`config.mk`:
```
export PLATFORM = sky130hd
export DESIGN_NAME = char_text_buffer
export DESIGN_NICKNAME = d
export VERILOG_FILES = /design/src/rtl/char_text_buffer.sv
export SDC_FILE = /design/constraint.sdc
export NUM_CORES = 2
export LEC_CHECK = 0
export CORE_ASPECT_RATIO = 2
export CORE_MARGIN = 2
export CORE_UTILIZATION = 55
export CTS_CLUSTER_SIZE = 20
export DETAILED_ROUTE_END_ITERATION = 7
export DONT_BUFFER_PORTS = 1
export HOLD_SLACK_MARGIN = 0.12
export PLACE_DENSITY_LB_ADDON = 0.12
export SYNTH_ARGS = -nofsm -noshare
export SYNTH_HDL_FRONTEND = slang
export SYNTH_SLANG_ARGS = --single-unit
```
`constraint.sdc`:
```
create_clock -name pclk -period 35.7 [get_ports pclk]
set_clock_uncertainty 0.1 [all_clocks]
set_input_delay 1.785 -clock pclk [delete_from_list [all_inputs] [get_ports pclk]]
set_output_delay 1.785 -clock pclk [all_outputs]
set_load 0.02 [all_outputs]
```
`src/rtl/char_text_buffer.sv`:
```
`timescale 1ns/1ps
`default_nettype none
// ============================================================================
// Module   : char_text_buffer
// Purpose  : Character-cell text store for the text overlay. Answers the
//            renderer's per-pixel (cell, font line) requests with the font row
//            of the stored character, and offers a cursor-driven write port
//            with CR/LF/BS handling and a hardware clear sequence.
// Ports    : pclk, rst (async, active high)
//            char_xy[15:8] column / [7:0] row, char_line -> char_pixels (2 cyc)
//            wr_valid/wr_data/wr_ready   : character/control write port
//            clr, cur_set/cur_x/cur_y    : clear pulse and cursor load
//            busy, cursor_x, cursor_y    : status
// Revision : 1.0 - initial release
// ============================================================================
module char_text_buffer #(
    parameter int         X_LETTERS = 16,
    parameter int         Y_LETTERS = 16,
    parameter logic [7:0] FILL_CHAR = 8'h20
) (
    input  logic        pclk,
    input  logic        rst,
    input  logic [15:0] char_xy,
    input  logic [3:0]  char_line,
    output logic [7:0]  char_pixels,
    input  logic        wr_valid,
    input  logic [7:0]  wr_data,
    output logic        wr_ready,
    input  logic        clr,
    input  logic        cur_set,
    input  logic [7:0]  cur_x,
    input  logic [7:0]  cur_y,
    output logic        busy,
    output logic [7:0]  cursor_x,
    output logic [7:0]  cursor_y
);

    localparam int               c_xw   = $clog2(X_LETTERS);
    localparam int               c_yw   = $clog2(Y_LETTERS);
    localparam int               c_aw   = c_xw + c_yw;
    localparam int               c_cells = X_LETTERS * Y_LETTERS;
    localparam logic [c_aw-1:0]  c_last = c_aw'(c_cells - 1);
    localparam logic [7:0]       c_xmax = 8'(X_LETTERS - 1);
    localparam logic [7:0]       c_ymax = 8'(Y_LETTERS - 1);
    localparam logic [8:0]       c_xlim = 9'(X_LETTERS);
    localparam logic [8:0]       c_ylim = 9'(Y_LETTERS);

    typedef enum logic [0:0] {
        ST_CLEAR = 1'b0,
        ST_IDLE  = 1'b1
    } state_t;

    // Character storage; contents deliberately have no reset.
    logic [7:0] mem [c_cells];

    state_t          state_q, state_d;
    logic [c_aw-1:0] count_q, count_d;
    logic [7:0]      cursor_x_q, cursor_x_d;
    logic [7:0]      cursor_y_q, cursor_y_d;
    logic [7:0]      code_q, code_d;
    logic [3:0]      line_q, line_d;
    logic            oor_q, oor_d;
    logic            oor2_q, oor2_d;

    logic            w_we;
    logic [c_aw-1:0] w_waddr;
    logic [7:0]      w_wdata;
    logic [7:0]      w_x_dec;
    logic [7:0]      w_y_inc;
    logic [7:0]      w_rom_data;
    logic [7:0]      w_col;
    logic [7:0]      w_row;
    logic            w_unused_ok;

    // ------------------------------------------------------------------
    // Read pipeline: stage 1 here, stage 2 is the registered font ROM.
    // The combinational array read happens before this edge's write
    // lands, which gives read-first behaviour on an address collision.
    // ------------------------------------------------------------------
    always_comb begin
        w_col  = char_xy[15:8];
        w_row  = char_xy[7:0];
        code_d = mem[{w_row[c_yw-1:0], w_col[c_xw-1:0]}];
        line_d = char_line;
        oor_d  = ({1'b0, w_col} >= c_xlim) || ({1'b0, w_row} >= c_ylim);
        oor2_d = oor_q;
    end

    // Code bit 7 is not part of the font address.
    assign w_unused_ok = code_q[7];

    font_rom u_font_rom (
        .clk  (pclk),
        .rst  (rst),
        .addr ({code_q[6:0], line_q}),
        .data (w_rom_data)
    );

    assign char_pixels = oor2_q ? 8'h00 : w_rom_data;

    // ------------------------------------------------------------------
    // Control: clear sequencing, cursor and write decode.
    // ------------------------------------------------------------------
    assign busy     = (state_q == ST_CLEAR);
    assign wr_ready = (state_q == ST_IDLE) && !clr && !cur_set;
    assign cursor_x = cursor_x_q;
    assign cursor_y = cursor_y_q;

    assign w_x_dec = cursor_x_q - 8'd1;
    assign w_y_inc = (cursor_y_q == c_ymax) ? 8'd0 : cursor_y_q + 8'd1;

    always_comb begin
        state_d    = state_q;
        count_d    = count_q;
        cursor_x_d = cursor_x_q;
        cursor_y_d = cursor_y_q;
        w_we       = 1'b0;
        w_waddr    = {cursor_y_q[c_yw-1:0], cursor_x_q[c_xw-1:0]};
        w_wdata    = FILL_CHAR;

        case (state_q)
            ST_CLEAR: begin
                if (clr) begin
                    count_d = '0;
                end else begin
                    w_we    = 1'b1;
                    w_waddr = count_q;
                    if (count_q == c_last) begin
                        state_d    = ST_IDLE;
                        count_d    = '0;
                        cursor_x_d = 8'd0;
                        cursor_y_d = 8'd0;
                    end else begin
                        count_d = count_q + 1'b1;
                    end
                end
            end
            default: begin
                if (clr) begin
                    state_d = ST_CLEAR;
                    count_d = '0;
                end else if (cur_set) begin
                    cursor_x_d = (cur_x > c_xmax) ? c_xmax : cur_x;
                    cursor_y_d = (cur_y > c_ymax) ? c_ymax : cur_y;
                end else if (wr_valid) begin
                    case (wr_data)
                        8'h0D: cursor_x_d = 8'd0;
                        8'h0A: begin
                            cursor_x_d = 8'd0;
                            cursor_y_d = w_y_inc;
                        end
                        8'h08: begin
                            // Backspace erases the cell it steps back onto.
                            if (cursor_x_q != 8'd0) begin
                                cursor_x_d = w_x_dec;
                                w_we       = 1'b1;
                                w_waddr    = {cursor_y_q[c_yw-1:0], w_x_dec[c_xw-1:0]};
                            end
                        end
                        default: begin
                            w_we    = 1'b1;
                            w_wdata = wr_data;
                            if (cursor_x_q == c_xmax) begin
                                cursor_x_d = 8'd0;
                                cursor_y_d = w_y_inc;
                            end else begin
                                cursor_x_d = cursor_x_q + 8'd1;
                            end
                        end
                    endcase
                end
            end
        endcase
    end

    always_ff @(posedge pclk) begin
        if (w_we) begin
            mem[w_waddr] <= w_wdata;
        end
    end

    always_ff @(posedge pclk or posedge rst) begin
        if (rst) begin
            state_q    <= ST_CLEAR;
            count_q    <= '0;
            cursor_x_q <= 8'd0;
            cursor_y_q <= 8'd0;
            code_q     <= 8'd0;
            line_q     <= 4'd0;
            oor_q      <= 1'b0;
            oor2_q     <= 1'b0;
        end else begin
            state_q    <= state_d;
            count_q    <= count_d;
            cursor_x_q <= cursor_x_d;
            cursor_y_q <= cursor_y_d;
            code_q     <= code_d;
            line_q     <= line_d;
            oor_q      <= oor_d;
            oor2_q     <= oor2_d;
        end
    end

endmodule

// ============================================================================
// Module   : font_rom
// Purpose  : Registered 8x16 font lookup, addr = {code[6:0], line}.
//            Holds glyphs for space, 'A', 'B', 'C' and 'X'; any other code
//            returns the test pattern {code[3:0], line}.
// Ports    : clk, rst (async, active high), addr[10:0] -> data[7:0] (1 cyc)
// Revision : 1.0 - initial release
// ============================================================================
module font_rom (
    input  logic        clk,
    input  logic        rst,
    input  logic [10:0] addr,
    output logic [7:0]  data
);

    logic [7:0]   data_q, data_d;
    logic [127:0] w_glyph;
    logic         w_known;
    logic [6:0]   w_sel;

    // Line 0 is the most significant byte of each glyph word.
    assign w_sel = {~addr[3:0], 3'b000};

    always_comb begin
        w_glyph = 128'h0;
        w_known = 1'b1;
        case (addr[10:4])
            7'h20:   w_glyph = 128'h0;
            7'h41:   w_glyph = 128'h0000_1038_6cc6_c6fe_c6c6_c6c6_0000_0000;
            7'h42:   w_glyph = 128'h0000_fc66_6666_7c66_6666_66fc_0000_0000;
            7'h43:   w_glyph = 128'h0000_3c66_c2c0_c0c0_c0c2_663c_0000_0000;
            7'h58:   w_glyph = 128'h0000_c6c6_6c7c_3838_7c6c_c6c6_0000_0000;
            default: w_known = 1'b0;
        endcase
        data_d = w_known ? w_glyph[w_sel +: 8] : {addr[7:4], addr[3:0]};
    end

    always_ff @(posedge clk or posedge rst) begin
        if (rst) begin
            data_q <= 8'h00;
        end else begin
            data_q <= data_d;
        end
    end

    assign data = data_q;

endmodule
`default_nettype wire
```
# ---- Word-level counts from Yosys, hierarchy flattened
# Memory sizes are Yosys's and may differ from the RTL's. A register that Yosys moved wholly into a read port is not among the register bits.
# Cells that the tools add are included.
# Widths: inputs -> output; s select.
dict set report word_totals {
  reg_bits 39
  input_bits 49
  word_cells 100
  mem_count 1
  out_inout_bits 26
  ramBits 2048
}
dict set report op_classes {
  mux 50
  eq_ne 16
  n_lt_le_gt_ge 4
  addsub 4
  n_reduce_logical 13
  n_shift 1
  bitwise 3
}
# memory depth width rd rd_ports_with_merged_regs write_ports line
set mem_list {}
lappend mem_list {mem 256 8 1 1 1 54} ;# logic [7:0] mem [c_cells];
# op n
set op_table {}
lappend op_table {{$pmux 112 s4} 1}
lappend op_table {{$mux 8} 29}
lappend op_table {{$shiftx 128x8->8} 1}
lappend op_table {{$eq 8x4->1 const B} 5}
lappend op_table {{$pmux 8 s2} 2}
lappend op_table {{$eq 7x7->1 const B} 4}
lappend op_table {{$add 8x1->8 const B} 3}
lappend op_table {{$mux 4} 5}
lappend op_table {{$ge 8x5->1 const B} 2}
lappend op_table {{$gt 8x4->1 const B} 2}
lappend op_table {{$mux 1} 12}
lappend op_table {{$eq 8x8->1 const B} 1}
lappend op_table {{$reduce_bool 8->1} 1}
lappend op_table {{$sub 8x1->8 const B} 1}
lappend op_table {{$eq 7x6->1 const B} 1}
lappend op_table {{$ne 3x3->1 const B} 2}
lappend op_table {{$reduce_and 5->1} 1}
lappend op_table {{$reduce_or 5->1} 1}
lappend op_table {{$ne 4x2->1 const B} 1}
lappend op_table {{$ne 4x4->1 const B} 1}
lappend op_table {{$not 4->4} 1}
lappend op_table {{$reduce_and 4->1} 1}
lappend op_table {{$reduce_or 2->1} 2}
lappend op_table {{$reduce_or 3->1} 1}
lappend op_table {{7 further kinds} 10}

# ---- Depth between registers and ports, before layout
dict set report depth {
  word_depth 9
  mapped_depth 12
}

# ---- By module
# A second synthesis with hierarchy kept.
dict set report hier_totals {
  hier_cells 3742
  hier_area_um2 72816.1
}
# mod area_per_inst_um2 instances cells_each
set by_module_without_submodules {}
lappend by_module_without_submodules {char_text_buffer 71959.0 1 3629}
lappend by_module_without_submodules {font_rom 857.1 1 113}

# ---- Worst setup path after synthesis
# Ideal clock, no wire load.
dict set report synth_timing {
  kind {input port to flip-flop}
  start {input port wr_data[0]}
  end {memory mem[0][2], data pin}
  slack_ns 21.590
  setup_ns 2.096
  path_stages 3
  t_required_ns 33.504
  arrival_ns 11.913
  cell_sequence {and3b_1 > o211a_1 > nor3_1}
}
dict set report synth_between {
  elab_chain_cells 7
  word_cells_on_any_way 9
  classes_between {eq/ne (3); mux (5); reduce/logical (1)}
}
# element line
set synth_rtl {}
lappend synth_rtl {{from (decl)} 27} ;# input logic [7:0] wr_data,
lappend synth_rtl {{$eq 8x4->1} 146} ;# case (wr_data)
lappend synth_rtl {{$reduce_or 3->1 (no line) *} n/a}
lappend synth_rtl {{$mux 8 *} 146}
lappend synth_rtl {{$mux 8 *} 145} ;# end else if (wr_valid) begin
lappend synth_rtl {{$mux 8 *} 142} ;# end else if (cur_set) begin
lappend synth_rtl {{$mux 8 *} 139} ;# if (clr) begin
lappend synth_rtl {{$mux 8 *} 121} ;# case (state_q)
lappend synth_rtl {{net w_wdata[2]} 67} ;# logic [7:0] w_wdata;
lappend synth_rtl {{to (decl)} 54}
# Mark *: on every way through the listed nets, which the timed path passes. The rest lies on a longest branch.

==> metrics.txt <==
# TYPE chip_impl_metric gauge
chip_impl_metric{name="slew_violations",unit=""} 0
chip_impl_metric{name="gp_congestion",unit=""} 0.903
chip_impl_metric{name="area_overhead_vs_synth",unit="%"} 9.40
chip_impl_info{name="synth_most_common_cell",value="sky130_fd_sc_hd__edfxtp_1"} 1
chip_impl_metric{name="cts.repair.resized",unit=""} 0
chip_impl_metric{name="core_area",unit="um2"} 133000
chip_impl_metric{name="synth_enable_flop_cells",unit=""} 1792
chip_impl_metric{name="wl_per_cell",unit="um"} 32.6
chip_impl_metric{name="synth_async_sr_flop_share",unit="%"} 2.50
chip_impl_metric{name="drcViolationCount",unit=""} 4
chip_impl_metric{name="postSynthAreaPerCell",unit="um2"} 19.4
chip_impl_metric{name="fillCellCount",unit=""} 9238
chip_impl_info{name="crit-reg2reg-launch",value="state_q$_DFF_PP0_"} 1
chip_impl_metric{name="period_minus_slack",unit="ps"} 5900
chip_impl_info{name="status",value="finished, violations left"} 1
chip_impl_metric{name="clk-insertion-delay-late",unit="ps"} 770
chip_impl_metric{name="clock_tree.buffer_depth",unit=""} 4
chip_impl_metric{name="per_cell_via_count_in_the_routed_design",unit=""} 6.59
chip_impl_metric{name="cp.arrival",unit="ps"} 6380
chip_impl_info{name="worstReg2RegEnd",value="mem[141][3]$_DFFE_PP_"} 1
chip_impl_metric{name="grt_start_max_net_pins",unit=""} 511
chip_impl_metric{name="setup-violations-final",unit=""} 0
chip_impl_metric{name="post-cts-setup-buffers",unit=""} 0
chip_impl_metric{name="timing_worst_slew_pin_value",unit="ps"} 1420
chip_impl_metric{name="post-route-worst-setup-slack",unit="ps"} 29800
chip_impl_info{name="yosys-top-cells-area",value="sky130_fd_sc_hd__edfxtp_1, sky130_fd_sc_hd__mux4_2, sky130_fd_sc_hd__mux2i_1, sky130_fd_sc_hd__dfrtp_1, sky130_fd_sc_hd__nor2_1"} 1
chip_impl_metric{name="dpl_worst_slack",unit="ps"} 29610
chip_impl_info{name="critPathCaptureType",value="register"} 1
chip_impl_metric{name="report.final.hold_viol_count",unit=""} 0
chip_impl_metric{name="grt_pass1_vias",unit=""} 39000
chip_impl_info{name="clock_tree.root_cell",value="sky130_fd_sc_hd__clkbuf_16"} 1
chip_impl_metric{name="maxCapViolations",unit=""} 0
chip_impl_metric{name="layout.core_utilization",unit="%"} 60.7
chip_impl_metric{name="cts_hold_repair.buffers",unit=""} 0
chip_impl_metric{name="ys_seq_elements",unit=""} 1838
chip_impl_info{name="violations",value="design-rule violations"} 1
chip_impl_info{name="synth_top_cell_by_area",value="sky130_fd_sc_hd__edfxtp_1"} 1
chip_impl_info{name="path_class",value="input port to register"} 1
chip_impl_metric{name="cts.sinks",unit=""} 1838
chip_impl_metric{name="num_rows",unit=""} 189
chip_impl_metric{name="number_of_antenna_violations_at_the_first_check_in_global_routing",unit=""} 1
chip_impl_metric{name="finalPower",unit="mW"} 4.28
chip_impl_metric{name="clkTransAtPathRegs",unit="ps"} 70
chip_impl_metric{name="tns",unit="ps"} 0
chip_impl_info{name="cts_tree",value="built"} 1
chip_impl_metric{name="power.static_leakage",unit="nW"} 28.9
chip_impl_metric{name="numPortBuffers",unit=""} 0
chip_impl_info{name="worstSetupStartpointType",value="input port"} 1
chip_impl_metric{name="routed_wl",unit="mm"} 183
chip_impl_metric{name="timing.max_slew.rel_slack",unit="%"} 5.56
chip_impl_metric{name="synth_cells",unit=""} 3800
chip_impl_metric{name="die_width",unit="um"} 263
chip_impl_metric{name="ioPinCount",unit=""} 75
chip_impl_metric{name="starting_density_of_the_core",unit="%"} 55.4
chip_impl_metric{name="route.antenna.remaining_nets",unit=""} 0
chip_impl_info{name="crit_path_end",value="code_q[2]$_DFF_PP0_"} 1
chip_impl_metric{name="dieArea",unit="um2"} 137000
chip_impl_metric{name="worst-r2r-cell-count",unit=""} 6
chip_impl_info{name="min_path_type",value="register to register"} 1
chip_impl_metric{name="global_route.overflow_total",unit=""} 0
chip_impl_metric{name="fin_crit_sh",unit="%"} 16.5
chip_impl_metric{name="dp_hpwl",unit="mm"} 113
chip_impl_metric{name="dr.pass1.iters",unit=""} 8
chip_impl_metric{name="yosysSeqAreaShare",unit="%"} 74.7
chip_impl_info{name="synth_flop_cell",value="sky130_fd_sc_hd__edfxtp_1"} 1
chip_impl_metric{name="power_density",unit="nW/um2"} 53.2
chip_impl_metric{name="grt_pass1_wl",unit="mm"} 264
chip_impl_info{name="grt_setup_unrepaired",value="no"} 1
chip_impl_metric{name="design.final.nets",unit=""} 3830
chip_impl_metric{name="regToRegSetupSlack",unit="ps"} 30580
chip_impl_metric{name="crit_fanout",unit=""} 140
chip_impl_metric{name="netlist.area_leader.share",unit="%"} 73.2
chip_impl_info{name="startpoint",value="char_xy[8]"} 1
chip_impl_metric{name="synth_cell_types",unit=""} 81
chip_impl_metric{name="synthesis.yosys.warnings",unit=""} 0
chip_impl_metric{name="post_synth_instance_area",unit="um2"} 73600
chip_impl_metric{name="detailroute.via_count",unit=""} 37000
chip_impl_metric{name="cts_max_level",unit=""} 4
chip_impl_metric{name="gr-usage-all-layers",unit="%"} 26.8
chip_impl_metric{name="irDropWorstVdd",unit="mV"} 0.0348
chip_impl_metric{name="die_h",unit="um"} 521
chip_impl_metric{name="syn-num-nets",unit=""} 3854
chip_impl_metric{name="max_clock_freq",unit="MHz"} 169
chip_impl_metric{name="final_layout_size_suffix_gt1_share",unit="%"} 19.7
chip_impl_metric{name="number_of_clock_buffers_inserted_by_tritoncts",unit=""} 160
chip_impl_info{name="post_synth_most_frequent_cells",value="sky130_fd_sc_hd__edfxtp_1, sky130_fd_sc_hd__mux4_2, sky130_fd_sc_hd__nor2_1, sky130_fd_sc_hd__mux2i_1, sky130_fd_sc_hd__nor3_1"} 1
chip_impl_metric{name="drt_iter0_markers",unit=""} 3572
chip_impl_metric{name="critical_path_required",unit="ps"} 36170
## critical path, cell delays in order
cell and delay (ps):
sky130_fd_sc_hd__buf_16 640, sky130_fd_sc_hd__buf_16 690, sky130_fd_sc_hd__buf_16 790, sky130_fd_sc_hd__mux4_2 660, sky130_fd_sc_hd__a22o_1 280, sky130_fd_sc_hd__a221oi_1 260, sky130_fd_sc_hd__o22ai_1 120, sky130_fd_sc_hd__nor3_1 620
sky130_fd_sc_hd__nor4_1 190
## registers in the layout, summed over array words and instances (netlist names)
signal	cells
mem	1792
count_q	8
cursor_x	8
cursor_y	8
u_font_rom.data	8
code_q	7
line_q	4
oor2_d	1
oor2_q	1
state_q	1
## layout by cell type, fill, tap and decap left out, types with 46 or more instances in the layout
master and n:
sky130_fd_sc_hd__mux2i_1 156, sky130_fd_sc_hd__nor2_1 258, sky130_fd_sc_hd__o21ai_0 50, sky130_fd_sc_hd__mux4_2 393
sky130_fd_sc_hd__nand2_1 67, sky130_fd_sc_hd__a22oi_1 76, sky130_fd_sc_hd__nor4_1 53, sky130_fd_sc_hd__o22ai_1 68
sky130_fd_sc_hd__edfxtp_1 1792, sky130_fd_sc_hd__clkbuf_16 165, sky130_fd_sc_hd__nand3_1 83, sky130_fd_sc_hd__dfrtp_1 46
sky130_fd_sc_hd__a21oi_1 66, sky130_fd_sc_hd__buf_4 52, sky130_fd_sc_hd__nor3_1 97
## per-layer routing
layer | track usage, % | share of wire [%] | vias to the layer above
li1 | - | - | 15700
met1 | 30.0 | 34 | 19400
met2 | 49.6 | 54 | 1539
met3 | 3.21 | 5.2 | 458
met5 | 0 | 0 | -
met4 | 14.7 | 6.2 | 0
## per-stage QoR
stage	instances	hold slack, ps	cell area (um2)
global placement	5327	250	74900
floorplan	3800	231	73600
finish	5617	267	80500
CTS	5612	280	80400
global route	5617	283	80500
detailed placement	5329	250	74900
## worst min path at each step
stage	startpoint	endpoint	slack, ps	depth (start not counted)
3_5_place_dp	oor2_d$_DFF_PP0_	oor2_q$_DFF_PP0_	250	0
6_report	oor2_d$_DFF_PP0_	oor2_q$_DFF_PP0_	270	0
4_1_cts	oor2_d$_DFF_PP0_	oor2_q$_DFF_PP0_	280	0
3_3_place_gp	oor2_d$_DFF_PP0_	oor2_q$_DFF_PP0_	250	0
2_1_floorplan	oor2_d$_DFF_PP0_	oor2_q$_DFF_PP0_	230	0
5_1_grt	oor2_d$_DFF_PP0_	oor2_q$_DFF_PP0_	280	0
## kinds of logic (layout without fill, tap and decap cells)
family | after synthesis | in the layout | share of synthesized area [%]
buffers and inverters | 263 | 360 | 1.97
multiplexers | 552 | 552 | 14.2
flip-flops | 1838 | 1838 | 74.7
AND/OR/NAND/NOR | 705 | 705 | 4.82
adder cells (fa/ha/maj) | 5 | 5 | 0.0851
other | 0 | 1 | 0
XOR/XNOR | 8 | 8 | 0.0953
AO/OA/AOI/OAI | 429 | 429 | 4.09
## final cells by class
type	count	area, um2	area share, %
multi-input combinational	1699	17300	21.5
clock inverter	95	1200	1.49
timing repair buffer	60	556	0.690
tap	1719	2150	2.67
sequential	1838	55000	68.3
inverter	17	63.8	0.0793
clock buffer	188	4270	5.30
antenna	1	2.50	0.00311
## power breakdown
group | internal [mW] | switching, mW
Sequential | 2.33 | 0.00597
Combinational | 0.0477 | 0.0817
Clock | 1.05 | 0.766
Total | 3.43 | 0.853
Power figures use the tool's default switching activity.
